### config.mk
export PLATFORM = sky130hd
export DESIGN_NAME = fb_rect_fill_flat
export DESIGN_NICKNAME = d
export VERILOG_FILES = /design/src/rtl/vga_pkg.sv /design/src/rtl/fb_rect_fill_if.sv /design/src/rtl/fb_rect_fill.sv /design/src/flat_wrapper.sv
export SDC_FILE = /design/constraint.sdc
export NUM_CORES = 1
export LEC_CHECK = 0
export ABC_AREA = 1
export CAP_MARGIN = 5
export CORE_ASPECT_RATIO = 1.5
export CORE_MARGIN = 1.5
export CORE_UTILIZATION = 35
export CTS_CLUSTER_SIZE = 30
export DETAILED_ROUTE_END_ITERATION = 16
export MAX_ROUTING_LAYER = met4
export PLACE_DENSITY = 0.6
export RECOVER_POWER = 50
export SYNTH_ARGS = -nofsm -noshare
export SYNTH_HDL_FRONTEND = slang
export SYNTH_SLANG_ARGS = --single-unit
### constraint.sdc
create_clock -name clock -period 3.8 [get_ports clock]
set_clock_uncertainty 0.05 [all_clocks]
set_input_delay 0.57 -clock clock [delete_from_list [all_inputs] [get_ports clock]]
set_output_delay 0.57 -clock clock [all_outputs]
set_load 0.005 [all_outputs]
### src/rtl/vga_pkg.sv
// Shared framebuffer geometry, fill FSM encoding and helpers.
// Used by the rectangle filler and the display controller.
package vga_pkg;

  localparam int FB_WIDTH_DEF   = 80;
  localparam int FB_HEIGHT_DEF  = 60;
  localparam int ADDR_WIDTH_DEF = 17;

  typedef enum logic [1:0] {
    ST_IDLE  = 2'd0,
    ST_SETUP = 2'd1,
    ST_FILL  = 2'd2,
    ST_DONE  = 2'd3
  } fill_state_t;

  // Multiply by a constant using only shifts and adds.
  function automatic logic [31:0] row_mul(
    input logic [9:0] a,
    input int         k
  );
    logic [31:0] acc;
    acc = '0;
    for (int i = 0; i < 16; i++) begin
      if (k[i]) begin
        acc = acc + ({22'd0, a} << i);
      end
    end
    return acc;
  endfunction

endpackage

### src/rtl/fb_rect_fill_if.sv
// Command and framebuffer write port bundle for fb_rect_fill.
// master: command issuer; slave: the filler (drives busy/done/wr_*).
interface fb_rect_fill_if
  import vga_pkg::*;
#(
  parameter int ADDR_WIDTH = ADDR_WIDTH_DEF
);

  logic                  start;
  logic [9:0]            x0;
  logic [9:0]            y0;
  logic [9:0]            width;
  logic [9:0]            height;
  logic [2:0]            color;
  logic                  busy;
  logic                  done;
  logic                  wr_en;
  logic [ADDR_WIDTH-1:0] wr_addr;
  logic [2:0]            wr_data;

  modport master (
    output start, x0, y0, width, height, color,
    input  busy, done, wr_en, wr_addr, wr_data
  );

  modport slave (
    input  start, x0, y0, width, height, color,
    output busy, done, wr_en, wr_addr, wr_data
  );

endinterface

### src/rtl/fb_rect_fill.sv
// Clipped solid-rectangle fill into the framebuffer, one pixel/cycle.
// Ports: clock, reset (async high), bus (command in, busy/done, wr port).
module fb_rect_fill
  import vga_pkg::*;
#(
  parameter int FB_WIDTH   = FB_WIDTH_DEF,
  parameter int FB_HEIGHT  = FB_HEIGHT_DEF,
  parameter int ADDR_WIDTH = ADDR_WIDTH_DEF
) (
  input  logic          clock,
  input  logic          reset,
  fb_rect_fill_if.slave bus
);

  localparam logic [9:0] FBW = 10'(FB_WIDTH);
  localparam logic [9:0] FBH = 10'(FB_HEIGHT);
  localparam logic [ADDR_WIDTH-1:0] STEP =
    ADDR_WIDTH'(FB_WIDTH);

  fill_state_t state, state_n;

  logic [9:0] x0_r, x0_n;
  logic [9:0] y0_r, y0_n;
  logic [9:0] w_r, w_n;
  logic [9:0] h_r, h_n;
  logic [2:0] color_r, color_n;
  logic [9:0] cw_r, cw_n;
  logic [9:0] x_cnt, x_cnt_n;
  logic [9:0] y_cnt, y_cnt_n;
  logic [ADDR_WIDTH-1:0] row_r, row_n;
  logic [ADDR_WIDTH-1:0] addr_r, addr_n;
  logic [2:0] data_r, data_n;
  logic       wr_en_r, wr_en_n;

  logic [9:0] avail_x, avail_y;
  logic [9:0] cw, ch;
  logic       empty;
  logic [ADDR_WIDTH-1:0] first;

  // Clip against the framebuffer edge; only meaningful when !empty.
  always_comb begin
    avail_x = FBW - x0_r;
    avail_y = FBH - y0_r;
    cw = (w_r < avail_x) ? w_r : avail_x;
    ch = (h_r < avail_y) ? h_r : avail_y;
    empty = (x0_r >= FBW) || (y0_r >= FBH) ||
            (w_r == '0) || (h_r == '0);
    first = ADDR_WIDTH'(row_mul(y0_r, FB_WIDTH)) +
            ADDR_WIDTH'(x0_r);
  end

  always_comb begin
    state_n = state;
    x0_n    = x0_r;
    y0_n    = y0_r;
    w_n     = w_r;
    h_n     = h_r;
    color_n = color_r;
    cw_n    = cw_r;
    x_cnt_n = x_cnt;
    y_cnt_n = y_cnt;
    row_n   = row_r;
    addr_n  = addr_r;
    data_n  = data_r;
    wr_en_n = wr_en_r;
    unique case (state)
      ST_IDLE: begin
        if (bus.start) begin
          x0_n    = bus.x0;
          y0_n    = bus.y0;
          w_n     = bus.width;
          h_n     = bus.height;
          color_n = bus.color;
          state_n = ST_SETUP;
        end
      end
      ST_SETUP: begin
        if (empty) begin
          state_n = ST_DONE;
        end else begin
          state_n = ST_FILL;
          wr_en_n = 1'b1;
          addr_n  = first;
          row_n   = first;
          data_n  = color_r;
          cw_n    = cw;
          x_cnt_n = cw - 10'd1;
          y_cnt_n = ch - 10'd1;
        end
      end
      ST_FILL: begin
        // Counters hold writes remaining in row / rows remaining.
        if (x_cnt == '0) begin
          if (y_cnt == '0) begin
            state_n = ST_DONE;
            wr_en_n = 1'b0;
          end else begin
            row_n   = row_r + STEP;
            addr_n  = row_r + STEP;
            x_cnt_n = cw_r - 10'd1;
            y_cnt_n = y_cnt - 10'd1;
          end
        end else begin
          addr_n  = addr_r + 1'b1;
          x_cnt_n = x_cnt - 10'd1;
        end
      end
      ST_DONE: begin
        state_n = ST_IDLE;
      end
      default: state_n = ST_IDLE;
    endcase
  end

  always_ff @(posedge clock or posedge reset) begin
    if (reset) begin
      state   <= ST_IDLE;
      x0_r    <= '0;
      y0_r    <= '0;
      w_r     <= '0;
      h_r     <= '0;
      color_r <= '0;
      cw_r    <= '0;
      x_cnt   <= '0;
      y_cnt   <= '0;
      row_r   <= '0;
      addr_r  <= '0;
      data_r  <= '0;
      wr_en_r <= 1'b0;
    end else begin
      state   <= state_n;
      x0_r    <= x0_n;
      y0_r    <= y0_n;
      w_r     <= w_n;
      h_r     <= h_n;
      color_r <= color_n;
      cw_r    <= cw_n;
      x_cnt   <= x_cnt_n;
      y_cnt   <= y_cnt_n;
      row_r   <= row_n;
      addr_r  <= addr_n;
      data_r  <= data_n;
      wr_en_r <= wr_en_n;
    end
  end

  assign bus.busy    = (state != ST_IDLE);
  assign bus.done    = (state == ST_DONE);
  assign bus.wr_en   = wr_en_r;
  assign bus.wr_addr = addr_r;
  assign bus.wr_data = data_r;

endmodule

### src/flat_wrapper.sv
// flat-port wrapper written by rule: the top's interface ports become plain ports
module fb_rect_fill_flat import vga_pkg::*;
#(
  parameter int FB_WIDTH   = FB_WIDTH_DEF,
  parameter int FB_HEIGHT  = FB_HEIGHT_DEF,
  parameter int ADDR_WIDTH = ADDR_WIDTH_DEF
)
  (clock, reset, bus_start, bus_x0, bus_y0, bus_width, bus_height, bus_color, bus_busy, bus_done, bus_wr_en, bus_wr_addr, bus_wr_data);
  fb_rect_fill_if #(.ADDR_WIDTH(ADDR_WIDTH)) bus_i ();
  input  logic clock;
  input  logic reset;
  input wire logic [$bits(bus_i.start)-1:0] bus_start;
  input wire logic [$bits(bus_i.x0)-1:0] bus_x0;
  input wire logic [$bits(bus_i.y0)-1:0] bus_y0;
  input wire logic [$bits(bus_i.width)-1:0] bus_width;
  input wire logic [$bits(bus_i.height)-1:0] bus_height;
  input wire logic [$bits(bus_i.color)-1:0] bus_color;
  output wire logic [$bits(bus_i.busy)-1:0] bus_busy;
  output wire logic [$bits(bus_i.done)-1:0] bus_done;
  output wire logic [$bits(bus_i.wr_en)-1:0] bus_wr_en;
  output wire logic [$bits(bus_i.wr_addr)-1:0] bus_wr_addr;
  output wire logic [$bits(bus_i.wr_data)-1:0] bus_wr_data;
  assign bus_i.start = bus_start;
  assign bus_i.x0 = bus_x0;
  assign bus_i.y0 = bus_y0;
  assign bus_i.width = bus_width;
  assign bus_i.height = bus_height;
  assign bus_i.color = bus_color;
  assign bus_busy = bus_i.busy;
  assign bus_done = bus_i.done;
  assign bus_wr_en = bus_i.wr_en;
  assign bus_wr_addr = bus_i.wr_addr;
  assign bus_wr_data = bus_i.wr_data;
  fb_rect_fill #(.FB_WIDTH(FB_WIDTH), .FB_HEIGHT(FB_HEIGHT), .ADDR_WIDTH(ADDR_WIDTH)) u_core (.clock(clock), .reset(reset), .bus(bus_i));
endmodule
---- After elaboration in Yosys (flattened, before gate mapping) ----
Index checks and enable logic that the tools add are counted.
storage, ports and cells
  bits of input ports ..................... 46
  output and inout port bits .............. 23
  register bits ........................... 113
operators by class
  reduce and logical (&&, ||, !) cells .... 16
  eq/ne operators ......................... 9
  bitwise operators ....................... 1
  order comparisons ....................... 4
  mux-type cells .......................... 25
  add/subtract/negate cells ............... 11
operators by type and width
  kind                                                                                  number
  10-bit 2-to-1 mux                                                                     8
  17-bit 2-to-1 mux                                                                     4
  17-bit one-hot mux with 2 select lines                                                2
  10-bit by 1-bit subtractor with 10-bit output, second input constant                  5
  10-bit zero test                                                                      4
  10-bit one-hot mux with 2 select lines                                                2
  10-bit < comparator                                                                   2
  14-bit by 16-bit adder with 17-bit output                                             1
  17-bit by 1-bit adder with 17-bit output, second input constant                       1
  17-bit by 10-bit adder with 17-bit output                                             1
  17-bit by 7-bit adder with 17-bit output, second input constant                       1
  10-bit by 6-bit greater-or-equal comparator with 1-bit output, second input constant  1
  10-bit by 7-bit greater-or-equal comparator with 1-bit output, second input constant  1
  6-bit by 10-bit subtractor with 10-bit output, first input constant                   1
  7-bit by 10-bit subtractor with 10-bit output, first input constant                   1
  2-bit one-hot mux with 4 select lines                                                 1
  4-bit AND reduction                                                                   2
  2-bit 2-to-1 mux                                                                      3
  2-bit inequality test, second input constant                                          3
  3-bit AND reduction                                                                   2
  2-bit equality test, second input constant                                            2
  1-bit 2-to-1 mux                                                                      4
  2-bit by 1-bit inequality test with 1-bit output, second input constant               2
  2-bit AND reduction                                                                   2
  7 further kinds                                                                       10

---- Depth between registers and ports, before layout ----
  word-level depth ........................ 6
  mapped depth ............................ 24

---- Least setup slack after synthesis ----
Ideal clock, no wire load.
  path type ............................... flip-flop to flip-flop
  from .................................... register u_core.x0_r[0]
  to ...................................... register u_core.x_cnt[8]
  cell stages (with the launch flop) ...... 23
  slack ................................... 543 ps
  required time ........................... 3621 ps
  arrival ................................. 3078 ps
  library setup time ...................... 129 ps
  cell sequence ........................... dfrtp_1 -> inv_1 -> ha_1 -> nand3_1 -> nand2_1 -> nand2_1 -> a21oi_1 -> xnor2_1 -> inv_1 -> ha_1 -> inv_1 -> nor3_2 -> o211ai_2 -> nand3_2 -> buf_6 -> o21ai_1 -> o21ai_2 -> ha_1 -> nand2_1 -> nor2_1 -> nand3b_1 -> nand3_1 -> o21ai_1
on the way
  cells in the longest elaborated chain, start to end .. 6
  elaborated cells between the ends (all ways) .. 12
RTL lines
  item                                                                                                                            line                                    text
  start: declaration                                                                                                              fb_rect_fill.sv:22                      logic [9:0] x0_r, x0_n;
  start signal: assignment                                                                                                        fb_rect_fill.sv:132                     x0_r <= x0_n;
  7-bit by 10-bit subtractor with 10-bit output or 10-bit by 7-bit greater-or-equal comparator with 1-bit output (tied branches)  fb_rect_fill.sv:42, fb_rect_fill.sv:46
  10-bit < comparator or 1-bit logical OR (tied branches)                                                                         fb_rect_fill.sv:44, fb_rect_fill.sv:46
  10-bit 2-to-1 mux or 1-bit logical OR (tied branches)                                                                           fb_rect_fill.sv:44, fb_rect_fill.sv:46
  10-bit by 1-bit subtractor with 10-bit output or 1-bit logical OR (tied branches)                                               fb_rect_fill.sv:87, fb_rect_fill.sv:47
  10-bit 2-to-1 mux or 2-bit inequality test (tied branches)                                                                      -
  10-bit one-hot mux with 2 select lines or 3-bit AND reduction (tied branches)                                                   -
  end signal: assignment                                                                                                          fb_rect_fill.sv:138                     x_cnt <= x_cnt_n;
  end: declaration                                                                                                                fb_rect_fill.sv:28                      logic [9:0] x_cnt, x_cnt_n;
Parallel ways exist; a longest one is shown, timed or not. The select of a mux whose other input is x is not followed.
A chain may end at the register's enable or synchronous reset.

---- Worst setup path after layout ----
  from .................................... register u_core.x0_r[0]
  to ...................................... register u_core.x_cnt[9]
Same word-level chain as after synthesis.

==> run summary <==
starting density of the core - 0.358
Setup crit start kind - register
synth top area cells - dfrtp_1 37%, nand2_1 10%, ha_1 7.3%, inv_1 4.9%, o21ai_0 4.9%
Vias - 6674
placed insts - 1298
CTS Hold Bufs - 0
die width - 123 um
CTS Buf Count - 17
f_max - 278 MHz
CTS Root Cell - clkbuf_16
Post-Syn Area per Cell - 7.74 um^2
max incr delay on CP - 0.45 ns
Rel. slew slack - -0.603
FP Rows - 65
# diodes - 0
Post-synth EDFFs - 0
total wire length - 19.5 mm
crit-path max FO - 6
asr flop ratio synth - 1.00
unrepaired setup endpoints after global routing - yes
synthesized instance count - 979
global-route wire length before repair - 31.9 mm
vias in the first global route - 6344
Final period util - 0.948
1st-iter DRT viols - 395
Worst path most repeated cell - nand2_1
Worst-Skew Late Latency - 0.43 ns
Seq/Total Area, Yosys - 0.373
Cell variety after synth - 51
initial antenna violation count - 0
post-synthesis mux area share - 0.0294
largest net degree at the start of global routing - 61
Finish-stage setup viols - 0
simple logic cell fraction of the synthesized area - 0.247
DIE AREA - 0.0225 mm^2
clk slew on worst S/H paths - 0.06 ns
share of the synthesized area in the top cell type - 0.373
synthesis-to-finish area growth - 22.4%
largest family of logic cells by synthesized area - simple AND/OR/NAND/NOR gates
Fillers - 2131
Ys Warns - 0
worst endpoint data arrival time - 3.92 ns
Synth Area in Adders - 0.0859
Final HPWL DP - 14.3 mm
Worst setup EP type - register
gr usage total - 0.187
layout cells sized above 1 - 0.129
Max Slew Vio Count - 107
CP cell instances - inv_2, ha_2, nand3_1, nand2_1, nand2_1, a21oi_2, xnor2_2, inv_1, ha_1, inv_1, o31a_1, nand3_4, buf_4, o21ai_2, nor2_1, nor2_2, nand2_1, nor2_2, nand2_1, o21bai_1, nand3_1, nand2_1
Antenna Violating Nets Remaining - 0
Mapped Area - 0.00757 mm^2
grt ovf - 0
Synth Area in Compound Gates - 0.152
area leader, netlist - dfrtp_1
failing checks - capacitance limit, slew limit
HP Class - reg2reg
Max Cap Violations - 2
Final #Nets - 1149
Syn Nets - 1074
CP max-delay cell - dfrtp_2
DRC - 0
crit path kind - reg2reg
Seq cells post-synth - 113
Buf/Inv on CP - 4
WP data required - 4.11 ns
CTS tree - yes
1st-pass router iterations - 5
placeable core area - 0.0211 mm^2
cell family with the largest share of critical-path delay - simple AND/OR/NAND/NOR gates
H-tree depth - 4
Via-to-Cell Ratio - 5.00
non-filler instance count after layout - 1335
I/O pins - 69
prevailing post-synth register cell - dfrtp_1
min cycle time layout - 3.60 ns
CTS Sinks - 113
placer's final routability congestion estimate - 0.891
wire length per cell - 14.6 um
status - finished, violations left
post-synthesis xor/xnor area fraction - 0.0393
input/output buffers - 68
clk buf depth - 2
Hold Fails Final Rpt - 0
Die Ht - 183 um
Slew @ Worst Pin - 2.40 ns
[metal layers]
layer	wire length (um)	global-route usage	share of wire
met2	9190	0.293	0.47
met3	709	0.0345	0.036
met4	463	0.0749	0.024
met1	9100	0.237	0.47
met5	0	-	0
[synthesized netlist by cell type (3+ instances only)]
cell and n:
nand2_1 207, dfrtp_1 113, inv_1 99, nor2_1 94, o21ai_0 74, a21oi_1 70, nand3_1 51, ha_1 44
xor2_1 26, clkbuf_1 18, mux2_2 18, a31oi_1 16, nand4_1 12, buf_2 11, o21ai_1 11, nand3_2 9
nor3_1 8, xnor2_1 8, inv_2 7, nand2_2 7, nor4_1 7, a22oi_1 5, fa_1 5, nand3b_1 5
nor2_2 5, o21ai_2 5, o211ai_1 4, o21a_1 4, o21bai_1 4, nor2_4 3, o22ai_1 3
[per-stage QoR]
stage          hold WS, ns  utilization  worst slack (ns)  area [um^2]  TNS, ns
5_1_grt              0.449        0.438           -0.0718         9270   -0.165
3_5_place_dp         0.415        0.406            0.0427         8570        0
2_1_floorplan        0.398            -             0.193         7570        0
4_1_cts              0.431        0.433            0.0183         9150        0
6_report             0.440        0.438             0.198         9270        0
3_3_place_gp         0.417        0.406             0.148         8570        0
[cells in the final DEF, fill, tap and decap left out, types with 8 or more instances in the layout]
| cell | n |
|---|---|
| dfrtp_1 | 109 |
| xor2_1 | 25 |
| ha_1 | 42 |
| nand4_1 | 12 |
| mux2_2 | 18 |
| nand3_1 | 51 |
| clkbuf_16 | 17 |
| clkdlybuf4s50_1 | 61 |
| nand3_2 | 9 |
| a31oi_1 | 16 |
| inv_1 | 96 |
| nor2_2 | 9 |
| inv_2 | 9 |
| nor2_1 | 89 |
| nor3_1 | 8 |
| o21ai_1 | 10 |
| a21oi_1 | 69 |
| nand2_2 | 10 |
| nand2_1 | 204 |
| o21ai_0 | 73 |
| buf_4 | 19 |
[registers in the layout, summed over array words and instances (netlist names)]
name	count
u_core.row_r	17
u_core.color_r	3
u_core.h_r	10
u_core.state	2
u_core.x_cnt	10
u_core.x0_r	10
u_core.bus.wr_data	3
u_core.y0_r	10
u_core.w_r	10
u_core.y_cnt	10
u_core.bus.wr_addr	17
u_core.cw_r	10
u_core.bus.wr_en	1
[kinds of logic after synthesis]
logic type	Yosys count
AND/OR/NAND/NOR	418
AO/OA/AOI/OAI	206
buffers and inverters	139
flip-flops	113
adder cells (fa/ha/maj)	49
XOR/XNOR	34
multiplexers	20
[layout make-up]
cell class                 count  area [um^2]  area share
multi-input combinational    728         4280       0.462
clock buffer                  18          429      0.0463
inverter                     106          402      0.0433
timing repair buffer          88          843      0.0910
sequential                   113         2830       0.306
clock inverter                14          143      0.0154
tap                          268          335      0.0362
[path summary, 6_finish.rpt]
kind                                        startpoint                          end  slack [ns]  cells past startpoint
setup / recovery            u_core.x0_r[0]$_DFFE_PP0P_  u_core.x_cnt[9]$_DFFE_PP0P_        0.20                     22
min in group asynchronous                        reset    u_core.w_r[7]$_DFFE_PP0P_        1.36                      2
hold / removal             u_core.row_r[3]$_DFFE_PP0P_  u_core.row_r[3]$_DFFE_PP0P_        0.44                      2
setup reg to reg            u_core.x0_r[0]$_DFFE_PP0P_  u_core.x_cnt[9]$_DFFE_PP0P_        0.20                     22
hold reg to reg            u_core.row_r[3]$_DFFE_PP0P_  u_core.row_r[3]$_DFFE_PP0P_        0.44                      2
max in group asynchronous                        reset   u_core.y0_r[2]$_DFFE_PP0P_        0.78                      2
[tightest hold or removal path, delay by kind of cell, from the launching register on]
kind	cells	cell delay [ns]
and+or+nand+nor	1	0.05
AOI/OAI and AO/OA	1	0.06
DFF	1	0.35
[repair_timing]
action                     in CTS  in global routing
pin swaps                       0                  6
setup endpoints to repair       1                 11
resized for setup               1                 26
cloned                          0                  1
buffers inserted                0                  4
Power is left out: the tool's default activity adds up to more than one toggle a clock period on the data nets, which glitch-free logic cannot reach.
